--- src/rtl/dsp48a1_pkg.sv ---
// dsp48a1_pkg: DSP48A1 OPMODE field encodings, sequencer states and pipeline depths
// shared by the MAC sequencer and its tag pipe.
package dsp48a1_pkg;

   // OPMODE[1:0] X multiplexer select
   localparam logic [1:0] X_ZERO = 2'b00;
   localparam logic [1:0] X_M    = 2'b01;
   localparam logic [1:0] X_P    = 2'b10;
   localparam logic [1:0] X_DAB  = 2'b11;

   // OPMODE[3:2] Z multiplexer select
   localparam logic [1:0] Z_ZERO = 2'b00;
   localparam logic [1:0] Z_PCIN = 2'b01;
   localparam logic [1:0] Z_P    = 2'b10;
   localparam logic [1:0] Z_C    = 2'b11;

   localparam int unsigned OPM_PREADD_EN   = 4;
   localparam int unsigned OPM_CARRYIN     = 5;
   localparam int unsigned OPM_PREADD_SUB  = 6;
   localparam int unsigned OPM_POSTADD_SUB = 7;

   // Cycles after issue at which OPMODE and CEP apply, and the drain length.
   localparam int unsigned OPMODE_STAGE = 1;
   localparam int unsigned CEP_STAGE    = 2;
   localparam int unsigned DRAIN_CYC    = 3;

   typedef enum logic [1:0] {StIdle, StRun, StDrain, StDone} state_t;

   // P = Z +/- M, with Z = C on the first pair of a job and P afterwards.
   function automatic logic [7:0] opmode_f(input logic first, input logic sub);
      logic [7:0] op;
      op                  = 8'h00;
      op[1:0]             = X_M;
      op[3:2]             = first ? Z_C : Z_P;
      op[OPM_POSTADD_SUB] = sub;
      return op;
   endfunction

endpackage

--- src/rtl/dsp48a1_mac_seq_tag_pipe.sv ---
// mac_seq_tag_pipe: shift register of {valid, first} issue tags with synchronous clear.
// The first flag is only consumed at stage 1, so it is held for that stage alone.
module mac_seq_tag_pipe #(
   parameter int unsigned Depth = 2
) (
   input  logic             clk_i,
   input  logic             clr_i,
   input  logic             valid_i,
   input  logic             first_i,
   output logic [Depth-1:0] valid_o,
   output logic             first_o
);

   logic [Depth-1:0] valid_q;
   logic             first_q;

   always_ff @(posedge clk_i) begin
      if (clr_i) begin
         valid_q <= '0;
         first_q <= 1'b0;
      end else begin
         valid_q[0] <= valid_i;
         for (int i = 1; i < Depth; i++) begin
            valid_q[i] <= valid_q[i-1];
         end
         first_q <= valid_i & first_i;
      end
   end

   assign valid_o = valid_q;
   assign first_o = first_q;

endmodule

--- src/rtl/dsp48a1_mac_seq.sv ---
// dsp48a1_mac_seq: runs bias +/- sum(a*b) jobs on one DSP48A1 slice and returns P.
// Optional MAC_SEQ_STALL_CNT_EN adds r_stalls, the count of RUN cycles without a pair.
module dsp48a1_mac_seq
   import dsp48a1_pkg::*;
#(
   parameter int unsigned LEN_W = 10
) (
   input  logic             clk,
   input  logic             RST_N,
   input  logic             start_valid,
   output logic             start_ready,
   input  logic [LEN_W-1:0] start_len,
   input  logic [47:0]      start_bias,
   input  logic             start_sub,
   input  logic             s_valid,
   output logic             s_ready,
   input  logic [17:0]      s_a,
   input  logic [17:0]      s_b,
   output logic             r_valid,
   input  logic             r_ready,
   output logic [47:0]      r_data,
`ifdef MAC_SEQ_STALL_CNT_EN
   output logic [15:0]      r_stalls,
`endif
   output logic [17:0]      DSP_A,
   output logic [17:0]      DSP_B,
   output logic [47:0]      DSP_C,
   output logic [7:0]       DSP_OPMODE,
   output logic             DSP_CEA,
   output logic             DSP_CEB,
   output logic             DSP_CEM,
   output logic             DSP_CEOPMODE,
   output logic             DSP_CEC,
   output logic             DSP_CEP,
   output logic             DSP_RST,
   input  logic [47:0]      DSP_P
);

   state_t                 state_q;
   logic [LEN_W-1:0]       cnt_q;
   logic                   sub_q;
   logic                   first_q;
   logic [47:0]            r_data_q;
   logic                   start_fire;
   logic                   s_fire;
   logic [CEP_STAGE-1:0]   tag_valid;
   logic                   tag_first;

   assign start_ready = (state_q == StIdle);
   assign s_ready     = (state_q == StRun);
   assign r_valid     = (state_q == StDone);
   assign r_data      = r_data_q;
   assign start_fire  = start_valid & start_ready;
   assign s_fire      = s_valid & s_ready;

   always_ff @(posedge clk) begin
      if (!RST_N) begin
         state_q  <= StIdle;
         cnt_q    <= '0;
         sub_q    <= 1'b0;
         first_q  <= 1'b0;
         r_data_q <= '0;
      end else begin
         unique case (state_q)
            StIdle: begin
               if (start_valid) begin
                  cnt_q   <= start_len;
                  sub_q   <= start_sub;
                  first_q <= 1'b1;
                  if (start_len == '0) begin
                     r_data_q <= start_bias;
                     state_q  <= StDone;
                  end else begin
                     state_q <= StRun;
                  end
               end
            end
            StRun: begin
               if (s_valid) begin
                  cnt_q   <= cnt_q - LEN_W'(1);
                  first_q <= 1'b0;
                  if (cnt_q == LEN_W'(1)) state_q <= StDrain;
               end
            end
            StDrain: begin
               // An empty tag pipe means the last CEP pulse has already landed in P.
               if (tag_valid == '0) begin
                  r_data_q <= DSP_P;
                  state_q  <= StDone;
               end
            end
            StDone: begin
               if (r_ready) state_q <= StIdle;
            end
            default: state_q <= StIdle;
         endcase
      end
   end

   mac_seq_tag_pipe #(
      .Depth (CEP_STAGE)
   ) u_tag_pipe (
      .clk_i   (clk),
      .clr_i   (!RST_N),
      .valid_i (s_fire),
      .first_i (first_q),
      .valid_o (tag_valid),
      .first_o (tag_first)
   );

   always_comb begin
      DSP_OPMODE = 8'h00;
      if (tag_valid[OPMODE_STAGE-1]) DSP_OPMODE = opmode_f(tag_first, sub_q);
   end

   assign DSP_CEP      = tag_valid[CEP_STAGE-1];
   assign DSP_A        = s_a;
   assign DSP_B        = s_b;
   assign DSP_C        = start_bias;
   assign DSP_CEC      = start_fire & RST_N;
   assign DSP_CEA      = RST_N;
   assign DSP_CEB      = RST_N;
   assign DSP_CEM      = RST_N;
   assign DSP_CEOPMODE = RST_N;
   assign DSP_RST      = !RST_N;

`ifdef MAC_SEQ_STALL_CNT_EN
   logic [15:0] stalls_q;

   always_ff @(posedge clk) begin
      if (!RST_N) begin
         stalls_q <= '0;
      end else if (start_fire) begin
         stalls_q <= '0;
      end else if (s_ready && !s_valid && (stalls_q != 16'hFFFF)) begin
         stalls_q <= stalls_q + 16'd1;
      end
   end

   assign r_stalls = stalls_q;
`endif

endmodule

--- config.mk ---
export PLATFORM = sky130hd
export DESIGN_NAME = dsp48a1_mac_seq
export DESIGN_NICKNAME = d
export VERILOG_FILES = /design/src/rtl/dsp48a1_pkg.sv /design/src/rtl/dsp48a1_mac_seq_tag_pipe.sv /design/src/rtl/dsp48a1_mac_seq.sv
export SDC_FILE = /design/constraint.sdc
export NUM_CORES = 1
export LEC_CHECK = 0
export CAP_MARGIN = 5
export CORE_MARGIN = 3
export CORE_UTILIZATION = 33
export DETAILED_ROUTE_END_ITERATION = 10
export PLACE_DENSITY = 0.79
export SYNTH_ARGS = -nofsm -noshare
export SYNTH_HDL_FRONTEND = slang
export SYNTH_SLANG_ARGS = --single-unit
--- constraint.sdc ---
create_clock -name clk -period 2.6 [get_ports clk]
set_clock_uncertainty 0.2 [all_clocks]
set_input_delay 0.26 -clock clk [delete_from_list [all_inputs] [get_ports clk]]
set_output_delay 0.26 -clock clk [all_outputs]
set_load 0.05 [all_outputs]
# Word level (Yosys, flattened, before mapping)
# Index checks and enable logic that the tools add are counted.
[word_totals] reg_bits=65 latch_bits=0 ramBits=0 mem_bits_ro=0 memories=0
[classes] add_sub_neg=1 mul=0 n_div=0 n_lt_le_gt_ge=0 eq_ne=10 shifts=0 mux=19 bitwise_logic=4 reduce_logical=10
[ops] cell="$mux 48" n=3
[ops] cell="$pmux 48 s2" n=1
[ops] cell="$mux 10" n=2
[ops] cell="$pmux 10 s2" n=1
[ops] cell="$mux 2" n=6
[ops] cell="$eq 10x1->1 const B" n=1
[ops] cell="$logic_not 10->1" n=1
[ops] cell="$sub 10x1->10 const B" n=1
[ops] cell="$mux 8" n=1
[ops] cell="$pmux 2 s4" n=1
[ops] cell="$ne 2x1->1 const B" n=3
[ops] cell="$ne 2x2->1 const B" n=3
[ops] cell="$reduce_and 5->1" n=1
[ops] cell="$and 1x1->1" n=4
[ops] cell="$eq 2x2->1 const B" n=2
[ops] cell="$logic_not 2->1" n=2
[ops] cell="$reduce_and 4->1" n=1
[ops] cell="$reduce_bool 2->1" n=2
[ops] cell="$mux 1" n=3
[ops] cell="$reduce_and 3->1" n=1
[ops] cell="$eq 2x1->1 const B" n=1
[ops] cell="$pmux 1 s2" n=1
[ops] cell="$reduce_and 2->1" n=1
[ops] cell="$logic_not 1->1" n=1

# Longest topological paths before layout
# Gate-level depths: netlist (run 1).
[depth] word_depth=4 depth_mapped=10

# Modules after synthesis
# A second synthesis (run 1) with hierarchy kept.
[hier_totals] hier_cells=447 hier_area_um2=3918.8
[by_module_without_submodules] mod="dsp48a1_mac_seq" instances=1 cells_each=441 area_per_inst_um2=3837.4 seq_area_each_um2=1241.2
[by_module_without_submodules] mod="mac_seq_tag_pipe" instances=1 cells_each=6 area_per_inst_um2=81.3 seq_area_each_um2=60.1

# Worst setup path before layout (run 1)
# OpenSTA, ideal clock, no wires.
[synth_timing] path_type="flip-flop to flip-flop" startpoint="register state_q[1]" endpoint="register cnt_q[2]" arrival_time_ps=2201 required_ps=2319 setup_slack_ps=118 stages_incl_launch_ff=9 cell_sequence="dfxtp_1 inv_1 ha_1 clkbuf_1 mux2_2 nand2_1 clkbuf_1 o21ai_0 a21oi_1"
[synth_via] elab_chain_cells=3 word_cells_on_any_way=7
[synth_rtl] item="from (decl)" line="dsp48a1_mac_seq.sv:39" source="state_t state_q;"
[synth_rtl] item="from (signal assigned)" line="dsp48a1_mac_seq.sv:58" source="state_q <= StIdle;"
[synth_rtl] item="from (signal assigned)" line="dsp48a1_mac_seq.sv:72" source="state_q <= StDone;"
[synth_rtl] item="from (signal assigned)" line="dsp48a1_mac_seq.sv:74" source="state_q <= StRun;"
[synth_rtl] item="$eq 2x1->1 (*)"
[synth_rtl] item="via s_ready" line="dsp48a1_mac_seq.sv:16" source="output logic s_ready,"
[synth_rtl] item="$ne 2x2->1 (no source line) / $reduce_bool 2->1 (equally long branches)"
[synth_rtl] item="$reduce_and 3->1 (no source line)"
[synth_rtl] item="to (signal assigned)" line="dsp48a1_mac_seq.sv:67" source="cnt_q <= start_len;"
[synth_rtl] item="to (signal assigned)" line="dsp48a1_mac_seq.sv:80" source="cnt_q <= cnt_q - LEN_W'(1);"
[synth_rtl] item="to (decl)" line="dsp48a1_mac_seq.sv:40" source="logic [LEN_W-1:0] cnt_q;"
# Mark *: on every way through the listed nets, which the timed path passes. The rest lies on a longest branch.
# A chain may end at the register's enable or synchronous reset.

# Final worst setup path (run 1)
[layout_timing] startpoint="register state_q[1]" endpoint="output r_valid"
[layout_via] elab_chain_cells=1
[layout_rtl] item="$eq 2x2->1" line="dsp48a1_mac_seq.sv:51" source="assign r_valid = (state_q == StDone);"
[layout_rtl] item="to (decl)" line="dsp48a1_mac_seq.sv:19" source="output logic r_valid,"
# Every way passes these cells.

==> flow_metrics.tcl, run 1 <==
set metrics [dict create \
    postSynth.asyncResetShare_pct 0 \
    grt_pass1_vias 3815 \
    multi_input_area_mm2 0.00177 \
    grt_pass1_wl_mm 19.1 \
    crit_arrival_ns 1.75 \
    port_buffers 221 \
    drt_pass1_iterations 4 \
    avgSynthCellArea_um2 8.73 \
    dp_cells 701 \
    grt_max_degree 34 \
    gp_congestion 0.872 \
    post-route-period-util_pct 84.9 \
    regArea_mm2 0.00130 \
    via_per_inst 5.23 \
    clk_path_buf_depth 2 \
    fp-row-count 39 \
    fin_crit_ns 2.21 \
    die_height_um 115 \
    vias 3749 \
    slew_headroom_pct 56.9 \
    routed_wl_mm 12.2 \
    die_area_mm2 0.0132 \
    p_per_area_mw_per_mm2 907 \
    drt-initial-drc-count 235 \
    yosys_warnings 0 \
    synth_cell_types 40 \
    clkTransAtPathRegs_ns 0.06 \
    grt.overflow.total 0 \
    synthFlopType "dfxtp_1" \
    outcome "completed" \
    path_class "reg -> out" \
    diodes 0 \
    critPathLaunchType "flip-flop" \
    antenna_found_initial 0 \
    cts_tree "built" \
    core_mm2 0.0115 \
    final-instance-count-excl-fill 717 \
    syn_inst 448 \
    hold_viol_final 0 \
    worstMarginPinSlew_ns 0.640 \
    fill_cells 1090 \
    layout.nets 724 \
    dp_hpwl_mm 9.43 \
    syn_to_final_growth_pct 49.8 \
    synth_seq_area_share_pct 33.3 \
    cts.sinks 65 \
    finish.utilization_pct 50.9 \
    cts_resized 0 \
    die_w_um 115 \
    track_usage_pct 17.8 \
    fmax_mhz 453 \
    worst_ep_required_time_ns 2.14 \
    ant_nets 0 \
    peakVddDrop_mv 0.352 \
    drv_cap 0 \
    dpl_worst_slack_ns 0.181 \
    drt-met1-wl_mm 4.60 \
    hold_buffers 0 \
    leakage_nw 2.05 \
    drive_above_1_share_pct 7.84 \
    fin_ws_ns 0.393 \
    syn-cell-area_mm2 0.00391 \
    met2_length_mm 6.10 \
    numCtsBuffers 9 \
    wl_per_cell_um 17.0 \
    htreeDepth 3 \
    synth_edf_count 0 \
    wl_met3_mm 1.19 \
    total_power_mw 5.31 \
    finalSetupViolCount 0 \
    report.final.slew_viol_count 0 \
    top_layer "met4" \
    initial_core_util_pct 34.0 \
    hold_path_class "reg -> reg" \
    synth-seq-cells 65 \
    clock_latency_ns 0.33 \
    top_level_ports 298 \
    cp-end-kind "output port" \
    fin_setup_tns_ns 0 \
    drc 0 \
    clockRootBuffer "clkbuf_16" \
    rsz0062_at_grt "false" \
    critPathMaxFanout 4 \
    postCtsSetupRepairBufs 0 \
]
[report_power, final]
group	total, mW	switching [mW]	internal, mW	leakage [nW]
clock	1.08	0.444	0.637	0.128
combinational	2.81	1.73	1.08	1.39
sequential	1.42	0.188	1.23	0.528
total	5.31	2.37	2.95	2.05
[synthesized netlist by cell type, types with 2 or more instances]
cell type / count / share of area, %
and3_1: 2 / 0.32
a31oi_1: 3 / 0.48
nand2b_1: 3 / 0.48
o221a_2: 2 / 0.58
nor4_1: 3 / 0.48
a21o_1: 2 / 0.38
nand3b_1: 2 / 0.38
clkbuf_1: 25 / 2.4
dfxtp_1: 65 / 33
nor2_1: 16 / 1.5
o21ai_0: 7 / 0.90
ha_1: 7 / 2.2
a21oi_1: 60 / 7.7
nand3_1: 3 / 0.38
a2bb2oi_1: 2 / 0.45
nand2_1: 12 / 1.2
o22ai_1: 2 / 0.32
mux2i_1: 48 / 12
buf_2: 8 / 1.0
inv_1: 8 / 0.77
or4_1: 2 / 0.38
and2_1: 7 / 1.1
buf_4: 93 / 18
a211oi_1: 50 / 9.6
[worst paths after layout]
check | startpoint | to | slack [ns] | cells past startpoint
worst max register to register | state_q[0]$_SDFFE_PN0P_ | cnt_q[0]$_SDFFE_PN0P_ | 0.40 | 6
worst min register to register | sub_q$_SDFFE_PN0P_ | sub_q$_SDFFE_PN0P_ | 0.25 | 2
worst max-delay path | state_q[1]$_SDFFE_PN0P_ | r_valid | 0.39 | 2
worst min-delay path | sub_q$_SDFFE_PN0P_ | sub_q$_SDFFE_PN0P_ | 0.25 | 2
[stage by stage]
stage | hold WS [ns] | instance area (µm²)
2_1_floorplan | 0.207 | 3920
3_3_place_gp | 0.242 | 5590
3_5_place_dp | 0.254 | 5590
4_1_cts | 0.262 | 5860
5_1_grt | 0.280 | 5860
6_report | 0.254 | 5860
[kinds of logic after synthesis]
group,after synthesis,share of synthesized area (%)
and+or+nand+nor,56,7.33
muxes,49,12.6
buffers and inverters,134,22.0
AOI/OAI and AO/OA,136,22.4
other,1,0.0959
adders and majority gates,7,2.24
DFF,65,33.3
[final cells by class]
cell class                 count  area share (%)
clock inverter                 6           0.598
inverter                       8           0.513
timing repair buffer         233            39.4
clock buffer                  10            3.91
multi-input combinational    252            30.3
tap                          143            3.05
sequential                    65            22.2
[registers in the layout, indices dropped and copies added (netlist names)]
signal              count
cnt_q                  10
first_q                 1
u_tag_pipe.valid_o      2
u_tag_pipe.first_o      1
r_data                 48
state_q                 2
sub_q                   1
[worst max-delay path, cell delays in order, from the launching register on]
cell	delay (ns)
dfxtp_1	0.42
ha_1	0.20
clkdlybuf4s50_1	0.81
[layer usage]
| layer | global-route usage [%] | vias to the layer above |
|---|---|---|
| met3 | 6.47 | 41 |
| met1 | 20.0 | 1744 |
| met4 | 8.22 | 0 |
| met2 | 30.2 | 194 |
| met5 | 0 | - |
| li1 | - | 1770 |
[layout by cell type (no fill, tap or decap), types with 5 or more instances in the layout]
cell type        Yosys  routed
clkdlybuf4s50_1      0     212
dfxtp_1             65      65
a21oi_1             60      60
a211oi_1            50      50
mux2i_1             48      48
buf_4               93      18
nor2_1              16      16
nand2_1             12      12
clkbuf_16            0       9
inv_1                8       7
o21ai_0              7       7
ha_1                 7       6
and2_1               7       5
(Power assumes the default switching activity.)
==> run 2: changes to the inputs <==
==> constraint.sdc (replaced) <==
create_clock -name clk -period 2.06 [get_ports clk]
set_clock_uncertainty 0.2 [all_clocks]
set_input_delay 0.206 -clock clk [delete_from_list [all_inputs] [get_ports clk]]
set_output_delay 0.206 -clock clk [all_outputs]
set_load 0.05 [all_outputs]
==> run 2 against run 1 <==
- hold slack worse by 0.042 ns
- critical endpoint is now state_q[1]$_SDFFE_PN0P_
- largest cell class unchanged
- sequential power is 26% higher
- count of clock-buffer cells in the layout stayed put
- register-to-register slack worse by 0.36 ns
- clock power is 32% higher
- critical path type is now reg -> reg
- highest routed layer unchanged
- worst setup slack worse by 0.35 ns
==> flow_metrics.tcl, run 2 (synthesis gave the netlist of run 1 again) <==
set metrics [dict create \
    fill_cells 1014 \
    design_area_mm2 0.00610 \
    die_w_um 115 \
    finalSetupViolCount 0 \
    track_usage_pct 17.9 \
    post-route-period-util_pct 98.1 \
    grt.overflow.total 0 \
    routed_wl_mm 12.1 \
    clk_path_buf_depth 2 \
    dpl_cell_area_mm2 0.00578 \
    cp_cell_sequence "or4_4 -> o41ai_2 -> a31oi_1 -> a311oi_1" \
    grt_pass1_vias 3812 \
    path_class "reg -> reg" \
    drive_above_1_share_pct 20.4 \
    hold_slack_ns 0.212 \
    dp_cells 711 \
    cts_tree "built" \
    grt_max_degree 50 \
    r2r_slack_ns 0.04 \
    final_cell_mix "162 x clkdlybuf4s50_1, 63 x dfxtp_1, 61 x buf_4" \
    r2r_start "cnt_q[5]$_SDFFE_PN0P_" \
    top_level_ports 298 \
    regArea_mm2 0.00131 \
    critPathMaxFanout 3 \
    htreeDepth 3 \
    cts.sinks 65 \
    vias 3683 \
    crit_path_start "cnt_q[5]$_SDFFE_PN0P_" \
    layout.nets 734 \
    cpMaxStageDelayCell "or4_4" \
    numCtsBuffers 9 \
    p_int_mw 3.94 \
    p_per_area_mw_per_mm2 1150 \
    netSwitchingFraction_pct 43.6 \
    report.final.slew_viol_count 0 \
    drc 0 \
    die_area_mm2 0.0132 \
    drv_cap 0 \
    port_buffers 221 \
    ant_nets 0 \
    rr_worst_depth 4 \
    power_frac_seq_pct 25.5 \
    antenna_found_initial 0 \
    core_mm2 0.0115 \
    wl_per_cell_um 16.6 \
    outcome "completed" \
    critPathLaunchType "flip-flop" \
    worst_ep_required_time_ns 2.09 \
    fmax_mhz 495 \
    diodes 0 \
    r2r_end "state_q[1]$_SDFFE_PN0P_" \
    crit_arrival_ns 2.05 \
    slew_headroom_pct 63.7 \
    hold_viol_final 0 \
    final_common_cell "clkdlybuf4s50_1" \
    initial_core_util_pct 34.0 \
    peakVddDrop_mv 0.419 \
    leakage_nw 2.22 \
    largest_reg_flops 48 \
    switching_power_mw 3.05 \
    rsz0062_at_grt "true" \
    power_frac_clock_pct 20.4 \
    slowest_delay_ns 0.54 \
    worstMarginPinSlew_ns 0.542 \
    multi_input_area_mm2 0.00183 \
    fp-row-count 39 \
    total_power_mw 6.99 \
    clockRootBuffer "clkbuf_16" \
    clkTransAtPathRegs_ns 0.06 \
    syn_to_final_growth_pct 56.0 \
    via_per_inst 5.07 \
    grt_pass1_wl_mm 19.2 \
    cp-end-kind "flip-flop" \
    min-delay-start "s_a[11]" \
    crit_end "state_q[1]$_SDFFE_PN0P_" \
    final-instance-count-excl-fill 727 \
    hold_path_class "in -> out" \
    clock_latency_ns 0.33 \
    dp_hpwl_mm 9.25 \
    gp_congestion 0.820 \
    fin_crit_ns 2.02 \
    drt_pass1_iterations 4 \
    die_height_um 115 \
    drt-initial-drc-count 205 \
    combPwrFrac_pct 54.0 \
]
## run 2: cell count changes in the layout (fill, tap and decap cells not counted), moves of 3 or more
cell / delta
a211oi_2: +6
clkdlybuf4s50_1: -50
clkinv_2: -3
buf_4: +43
buf_12: +17
a211oi_1: -6
## run 2: critical path, delay by kind of cell (launching register included)
kind             cells  cell delay (ns)
AO/OA/AOI/OAI        3             0.86
AND/OR/NAND/NOR      1             0.54
flip-flops           1             0.32
## run 2: repair_timing
| action | in CTS | in global routing |
|---|---|---|
| hold buffers | 0 | 0 |
| gates resized for setup | 1 | 8 |
| endpoints found under the hold margin | 0 | 0 |
| endpoints found under the setup margin | 1 | 23 |
| setup buffers | 0 | 0 |
## run 2: how the worst min path moves through the flow
stage / endpoint / cells after the start / slack (ns)
CTS: DSP_A[10] / 0 / 0.21
global placement: DSP_A[10] / 0 / 0.21
floorplan: sub_q$_SDFFE_PN0P_ / 2 / 0.15
finish: DSP_A[11] / 0 / 0.21
detailed placement: DSP_A[10] / 0 / 0.21
global route: DSP_B[1] / 0 / 0.21
## run 2: routing by layer
layer	up-vias	GRT usage (%)	share of wire, %
li1	1774	-	-
met1	1719	20.6	39
met2	159	30.8	51
met3	31	5.95	8.0
met4	0	6.57	2.1
met5	-	0	0
## run 2: final cells by class
class                      instances  share of cell area, %
multi-input combinational        252                   30.0
clock buffer                      10                   3.92
timing repair buffer             243                   40.5
inverter                           8                  0.492
sequential                        65                   21.4
clock inverter                     6                  0.718
tap                              143                   2.93
## run 2: stage by stage
| stage | setup WS, ns | setup TNS (ns) | util [%] |
|---|---|---|---|
| global placement | -0.107 | -4.62 | 50.2 |
| floorplan | 0.0188 | 0 | - |
| finish | 0.0382 | 0 | 53.0 |
| detailed placement | -0.152 | -6.33 | 50.2 |
| CTS | 0.00733 | 0 | 52.7 |
| global route | -0.0233 | -0.0401 | 53.0 |
## run 2: power by group through the flow
| stage | sequential (mW) | combinational (mW) | clock, mW |
|---|---|---|---|
| finish | 1.79 | 3.78 | 1.43 |
| global route | 1.83 | 4.03 | 1.51 |
| global placement | 1.78 | 3.67 | 0 |
| floorplan | 2.38 | 2.13 | 0 |
| detailed placement | 1.80 | 3.74 | 0 |
| CTS | 1.78 | 3.76 | 1.46 |
